### src/rtl/picomips_pkg.sv
// Shared types and defaults for the picoMIPS program-counter sequencer.
package picomips_pkg;

  typedef enum logic [1:0] {RUN, WAIT, HALT} seq_state_t;

  localparam int unsigned PsizeDefault = 6;

endpackage

### src/rtl/flag_debounce.sv
// Push-button conditioner: 2-flop synchroniser, DEB-cycle debounce counter and a
// one-cycle press pulse on the rising edge of the debounced level.
module flag_debounce #(
  parameter int unsigned DEB = 4
) (
  input  logic clk,
  input  logic reset,
  input  logic flag,
  output logic press
);

  localparam int unsigned CntW = (DEB > 1) ? $clog2(DEB) : 1;

  logic            sync1_q, sync2_q;
  logic            level_q, level_prev_q;
  logic [CntW-1:0] cnt_q;

  always_ff @(posedge clk) begin
    if (reset) begin
      sync1_q      <= 1'b0;
      sync2_q      <= 1'b0;
      level_q      <= 1'b0;
      level_prev_q <= 1'b0;
      cnt_q        <= '0;
    end else begin
      sync1_q      <= flag;
      sync2_q      <= sync1_q;
      level_prev_q <= level_q;
      // Any sample agreeing with the debounced level restarts the count.
      if (sync2_q == level_q) begin
        cnt_q <= '0;
      end else if (cnt_q == CntW'(DEB - 1)) begin
        level_q <= sync2_q;
        cnt_q   <= '0;
      end else begin
        cnt_q <= cnt_q + 1'b1;
      end
    end
  end

  assign press = level_q & ~level_prev_q;

endmodule

### src/rtl/pc_sequencer.sv
// picoMIPS PC sequencer: RUN/WAIT/HALT control of the instruction address.
// Relative branches are only honoured when PC_BRANCH_EN is defined.
module pc_sequencer
  import picomips_pkg::*;
#(
  parameter int unsigned Psize = PsizeDefault,
  parameter int unsigned DEB   = 4
) (
  input  logic             clk,
  input  logic             reset,
  input  logic             flag,
  input  logic             wait_req,
  input  logic             halt_req,
  input  logic             branch_req,
  input  logic [Psize-1:0] branch_off,
  output logic [Psize-1:0] PCout,
  output logic             advance,
  output logic             waiting,
  output logic             halted
);

  seq_state_t       state_q, state_d;
  logic [Psize-1:0] pc_q, pc_d;
  logic             press;

  flag_debounce #(
    .DEB(DEB)
  ) u_flag_debounce (
    .clk  (clk),
    .reset(reset),
    .flag (flag),
    .press(press)
  );

`ifndef PC_BRANCH_EN
  logic unused_branch;
  assign unused_branch = ^{branch_req, branch_off};
`endif

  always_comb begin
    state_d = state_q;
    pc_d    = pc_q;
    advance = 1'b0;
    case (state_q)
      RUN: begin
        if (halt_req) begin
          state_d = HALT;
        end else if (wait_req) begin
          state_d = WAIT;
        end else begin
          pc_d    = pc_q + Psize'(1);
`ifdef PC_BRANCH_EN
          if (branch_req) pc_d = pc_q + Psize'(1) + branch_off;
`endif
          // Flagged explicitly: a branch of -1 lands on the same address.
          advance = 1'b1;
        end
      end
      WAIT: begin
        if (press) begin
          pc_d    = pc_q + Psize'(1);
          state_d = RUN;
          advance = 1'b1;
        end
      end
      HALT: ;
      default: state_d = RUN;
    endcase
  end

  always_ff @(posedge clk) begin
    if (reset) begin
      state_q <= RUN;
      pc_q    <= '0;
    end else begin
      state_q <= state_d;
      pc_q    <= pc_d;
    end
  end

  assign PCout   = pc_q;
  assign waiting = (state_q == WAIT);
  assign halted  = (state_q == HALT);

endmodule

### config.mk
export PLATFORM = sky130hd
export DESIGN_NAME = pc_sequencer
export DESIGN_NICKNAME = d
export VERILOG_FILES = /design/src/rtl/picomips_pkg.sv /design/src/rtl/flag_debounce.sv /design/src/rtl/pc_sequencer.sv
export SDC_FILE = /design/constraint.sdc
export NUM_CORES = 1
export LEC_CHECK = 0
export BUFFER_PORTS_ARGS = -buffer_cell sky130_fd_sc_hd__buf_2
export CAP_MARGIN = 5
export CORE_UTILIZATION = 33
export CTS_CLUSTER_SIZE = 16
export DETAILED_ROUTE_END_ITERATION = 6
export PLACE_DENSITY = 0.68
export SLEW_MARGIN = 5
export SYNTH_ARGS = -nofsm -noshare
export SYNTH_HDL_FRONTEND = slang
export SYNTH_SLANG_ARGS = --single-unit
### constraint.sdc
create_clock -name clk -period 2.6 [get_ports clk]
set_input_delay 0.39 -clock clk [delete_from_list [all_inputs] [get_ports clk]]
set_output_delay 0.39 -clock clk [all_outputs]
set_load 0.1 [all_outputs]
# After elaboration in Yosys (flattened, before gate mapping)
# Index checks and enable logic that the tools add are counted.
word_totals:
  reg_bits: 14
  input_bits: 12
  output_inout_bits: 9
  wordCells: 39
op_classes:
  n_addsub: 2
  n_eq_ne: 8
  muxes: 12
  n_bitwise: 4
  reduce_logical: 6
op_table:
  columns: ["operator", "count"]
  rows:
  - ["$mux W6", 3]
  - ["$pmux W6 S2", 1]
  - ["$add A6 B1 Y6 const B", 1]
  - ["$mux W2", 3]
  - ["$pmux W2 S3", 1]
  - ["$eq A2 B2 Y1 const B", 2]
  - ["$ne A2 B2 Y1 const B", 2]
  - ["$reduce_and A4 Y1", 1]
  - ["$mux W1", 3]
  - ["$ne A3 B3 Y1 const B", 1]
  - ["$not A1 Y1", 3]
  - ["$reduce_and A3 Y1", 1]
  - ["$reduce_or A3 Y1", 1]
  - ["$add A2 B1 Y2 const B", 1]
  - ["$eq A2 B1 Y1 const B", 1]
  - ["$logic_not A2 Y1", 1]
  - ["$ne A2 B1 Y1 const B", 1]
  - ["$pmux W1 S2", 1]
  - ["$reduce_and A2 Y1", 1]
  - ["$reduce_bool A2 Y1", 1]
  - ["$and A1 B1 Y1", 1]
  - ["$eq A1 B1 Y1", 1]

# Longest topological paths before layout
depth:
  depth_word: 4
  depth_mapped: 4
  depth_no_buf: 4

# Hierarchy
# From an unflattened synthesis, not the netlist that was laid out.
hier_totals:
  cells_unflattened: 66
  hier_area_um2: 636.9
modules_own_cells:
  columns: ["mod", "n_inst", "cells_per_inst", "area_each_um2", "seq_area_each_um2"]
  rows:
  - ["pc_sequencer", 1, 50, 435.4, 160.2]
  - ["flag_debounce", 1, 16, 201.4, 120.1]

# Worst setup path before layout
# No wires, ideal clock.
synth_path:
  path_kind: "reg2out"
  startpoint: "reg state_q[0]"
  endpoint: "out waiting"
  arrival_time_ns: 1.755
  required_ns: 2.210
  path_slack_ns: 0.455
  path_stages_with_launch: 2
  path_buffers: 0
  cell_sequence: "dfxtp_1 > nor2b_1"
synth_between:
  elab_chain_cells: 1
synth_rtl:
  columns: ["element", "line", "rtl"]
  rows:
  - ["start, declared", "pc_sequencer.sv:22", "seq_state_t state_q, state_d;"]
  - ["start signal, assigned", "pc_sequencer.sv:76", "state_q <= state_d;"]
  - ["$eq A2 B1 Y1", "pc_sequencer.sv:82", "assign waiting = (state_q == WAIT);"]
  - ["end, declared", "pc_sequencer.sv:18", "output logic waiting,"]
# Every way passes these cells.

# Final worst setup path
layout_path:
  startpoint: "reg state_q[0]"
  endpoint: "out advance"
layout_between:
  elab_chain_cells: 2
  elab_cells_between_ends: 3
  cone_classes: "eq/ne (1); mux (1); reduce/logical (1)"
layout_rtl:
  columns: ["element", "line", "rtl"]
  rows:
  - ["$eq A2 B1 Y1 or $logic_not A2 Y1 (tied branches)", "pc_sequencer.sv:44", "case (state_q)"]
  - ["$pmux W1 S2 *", "pc_sequencer.sv:44", null]
  - ["end, declared", "pc_sequencer.sv:17", "output logic advance,"]
# Every way passes the cells marked *; elsewhere a longest branch is shown, timed or not.

==> results summary <==
The run finished with clean final reports. Relative to the synthesized area, the layout overhead comes to 17.45%. The post-route fraction of the period consumed by the critical path came out at 88.56%. The final net count is 94. The final design area excluding fillers came out at 715.7 sq um. Among all stages on the critical path, the largest delay is contributed by sky130_fd_sc_hd__or4_1. For this design the static power due to leakage is 0.3142 nW. The depth of the worst hold-timing path came out at 2. The critical path goes through or4_1 > nand2_1 > buf_2. The clock period minus final worst setup slack is 2.302 ns.

The cell area after synthesis came out at 609.3 sq um. The headroom to the max-slew limit is 67.68%. The post-synthesis share of cell area spent on xor and xnor gates came out at 1.437%. The source of the worst register-to-register timing path is state_q[0]$_SDFFE_PP0P_. The share of the Yosys chip area taken by registers is 46.00%. The fraction of the core area covered by cells at the end of the flow is 41.45%. VDD sags by at most 193.9 uV. In this run the most critical hold path is launched from flag. The worst hold path belongs to the class in -> reg.

The number of cells on the critical path is 3. TritonCTS built the clock tree. The number of instances in the synthesized netlist is 65. The number of design-rule violations left by the first detailed-router iteration is 8. The total global-route track usage came out at 10.43%. For met3 alone, demand over resource in global routing was 3.600%. In the final layout, the share of cells above drive strength 1 is 21.79%.

The detail route stage leaves a number of antenna-violating nets equal to 0. The die area is 2022 sq um. The mux share of post-synthesis cell area came out at 9.035%. The filler cell count in the final layout came out at 185. The final count of hold timing violations is 0. For hold timing, the worst endpoint is u_flag_debounce.sync1_q$_SDFF_PP0_. In this run the number of H-tree levels came out at 1. The number of buffers created by CTS came out at 3. The final setup violation count came out at 0.

The number of antenna violations at the first check in global routing came to 0. STA classifies the critical path endpoint as a primary output. After detailed routing, the average wire length per cell comes to 9.350 um. Among cell families on the critical path, the largest total delay comes from simple AND/OR/NAND/NOR gates.

Row generation in the floorplan step produced 15 rows. The global-route wire length before repair is 1.407 mm. The setup total negative slack came out at 0 ns. Dividing the synthesized area by the synthesized cell count gives 9.374 sq um. The core outline area came out at 1727 sq um. The number of antenna diodes in the final layout is 0. In this run the worst path has a maximum fanout of 9. The number of instances resized during post-cts repair came out at 0.

Once the floorplan was initialized, standard cells occupied 35.29% of the core. After detailed routing, the number of remaining DRC violations is 0. The met1 layer usage reported by global route is 12.87%.

Clock-pin slew was measured on the worst setup and hold paths at 0.08 ns. For met2 alone, demand over resource in global routing was 13.33%. For the pin with the worst max-slew slack, the measured transition is 0.4881 ns. The buffer and inverter count on the worst path came out at 1. The cell area power density came out at 568.6 nW/um^2. The number of buffers inserted for hold repair after clock tree synthesis came out at 0. The setup slack on the worst flop-to-flop path came out at 0.80 ns. The routability-driven placement congestion ratio is 0.6001.

For this design the top-level I/O count stands at 21. In this run the horizontal extent of the chip is 44.97 um. The fraction of the mapped netlist area in compound gates is 10.68%. The critical path is of the reg -> out type. By area, the combinational part of the netlist is dominated by simple AND/OR/NAND/NOR gates. The clock tree root buffer cell is sky130_fd_sc_hd__clkbuf_4.

The source-to-sink clock delay at the later pin of the worst-skew pair is 0.27 ns. The synthesized netlist devotes 26.08% of its cell area to simple gates. The HPWL reported at the end of detailed placement is 676.6 um. The number of search-and-repair iterations in the first detailed-routing pass came out at 4. The number of violations of the max-capacitance limit is 0.

The worst register-to-register path has a depth of 3. The share of synthesized cell area in full adder, half adder and majority cells is 4.107%. Summed over all layers, the routed wires come to 963 um.

Setup repair after global routing left no endpoint under its margin. The count of warnings emitted by yosys is 0. Data on the critical path arrives at its endpoint at 1.91 ns. Once placement finished, the instance area stood at 693.2 sq um. The total nets after synthesis is 79. The critical path launch point type is a flip-flop.

The pin count of the biggest net entering global routing is 18. The routed layout has 479 vias. The mean number of vias per cell came out at 4.650. The leftover overflow at the end of global routing is 0. The number of global-route vias before repair came out at 332. met2 is the most crowded layer. The max-slew violation count is 0. The maximum cell stage delay along the critical path came out at 0.71 ns. The clock skew after layout came out at 0.006124 ns.

The number of buffers added on ports is 13. At the worst endpoint, the required time is 2.21 ns. The highest attainable clock frequency is 434.3 MHz. The total of flip-flops plus latches after synthesis came out at 14. The number of buffers added for setup after CTS came out at 0. The count of clock tree sinks is 14.

The vertical extent of the die came out at 44.97 um. The worst flop-to-flop path endpoint is PCout[5]$_SDFFE_PP0P_. The number of distinct library cells after synthesis is 23.

The clock tree buffer depth came out at 2.
## area by class of cell
| cell class | count | area [sq um] | share of cell area [%] |
|---|---|---|---|
| sequential | 14 | 280.3 | 39.16 |
| inverter | 1 | 3.754 | 0.5245 |
| timing repair buffer | 13 | 65.06 | 9.091 |
| tap | 25 | 31.28 | 4.371 |
| clock buffer | 3 | 22.52 | 3.147 |
| multi-input combinational | 47 | 312.8 | 43.71 |
## report_power, final
part           leakage [nW]  switching, mW  internal, mW  total [mW]
Combinational         0.187         0.0480        0.0137      0.0617
Clock                0.0138         0.0661        0.0536       0.120
Sequential            0.114        0.00554         0.220       0.226
## stage by stage
stage          hold WS (ns)  instances  power, mW  setup WS, ns
2_1_floorplan        0.3974         65     0.2812        0.4551
3_3_place_gp         0.4064        100     0.2915        0.5177
3_5_place_dp         0.4157        100     0.2928        0.5078
4_1_cts              0.3113        103     0.4155        0.2898
5_1_grt              0.3160        103     0.4313        0.2071
6_report             0.3280        103     0.4070        0.2975
## worst max path at each step
stage	start	endpoint	slack [ns]
2_1_floorplan	state_q[0]$_SDFFE_PP0P_	waiting	0.46
3_3_place_gp	halt_req	advance	0.52
3_5_place_dp	halt_req	advance	0.51
4_1_cts	state_q[0]$_SDFFE_PP0P_	advance	0.29
5_1_grt	state_q[0]$_SDFFE_PP0P_	advance	0.21
6_report	state_q[0]$_SDFFE_PP0P_	advance	0.30
## synthesized netlist by cell type (all sizes together)
cell     number  area (sq um)
dfxtp        14         280.3
nor2          9         33.78
nor2b         9         56.30
a21oi         4         20.02
mux2          4         45.04
nand3         4         20.02
clkbuf        2         7.510
ha            2         25.02
nand2         2         7.510
nor3          2         10.01
a211oi        1         12.51
a21bo         1         10.01
a21boi        1         7.510
a21o          1         7.510
a22oi         1         7.510
buf           1         5.000
inv           1         3.750
mux2i         1         10.01
nand2b        1         6.260
nand4bb       1         11.26
or3           1         6.260
or4           1         7.510
xnor2         1         8.760
## routing by layer
layer / vias up / share of wire [%]
met4: 0 / 1.5
met5: - / 0
met3: 2 / 5.6
met2: 13 / 45
met1: 217 / 48
li1: 247 / -
## sequential cells by signal, summed over array words and instances, names as in the netlist
| name | flops |
|---|---|
| u_flag_debounce.sync2_q | 1 |
| PCout | 6 |
| u_flag_debounce.cnt_q | 2 |
| u_flag_debounce.level_prev_q | 1 |
| u_flag_debounce.sync1_q | 1 |
| u_flag_debounce.level_q | 1 |
| state_q | 2 |
## cell families (layout without fill, tap and decap cells)
group                      after synthesis  count (layout)
AOI/OAI and AO/OA                        9               9
xor gates and xnor gates                 1               1
adders and majority gates                2               2
buffers and inverters                    4              17
DFF                                     14              14
muxes                                    5               5
and+or+nand+nor                         30              30
## cell usage in the layout (no fill, tap or decap), drive strengths merged
| cell type | Yosys | layout |
|---|---|---|
| nand2b | 1 | 1 |
| xnor2 | 1 | 1 |
| nor3 | 2 | 2 |
| ha | 2 | 2 |
| a21boi | 1 | 1 |
| a22oi | 1 | 1 |
| nand2 | 2 | 2 |
| inv | 1 | 1 |
| a211oi | 1 | 1 |
| dfxtp | 14 | 14 |
| mux2 | 4 | 4 |
| nor2b | 9 | 9 |
| a21bo | 1 | 1 |
| buf | 1 | 13 |
| nand4bb | 1 | 1 |
| or3 | 1 | 1 |
| a21o | 1 | 1 |
| nor2 | 9 | 9 |
| a21oi | 4 | 4 |
| mux2i | 1 | 1 |
| clkbuf | 2 | 3 |
| or4 | 1 | 1 |
| nand3 | 4 | 4 |
(Power assumes the default switching activity.)
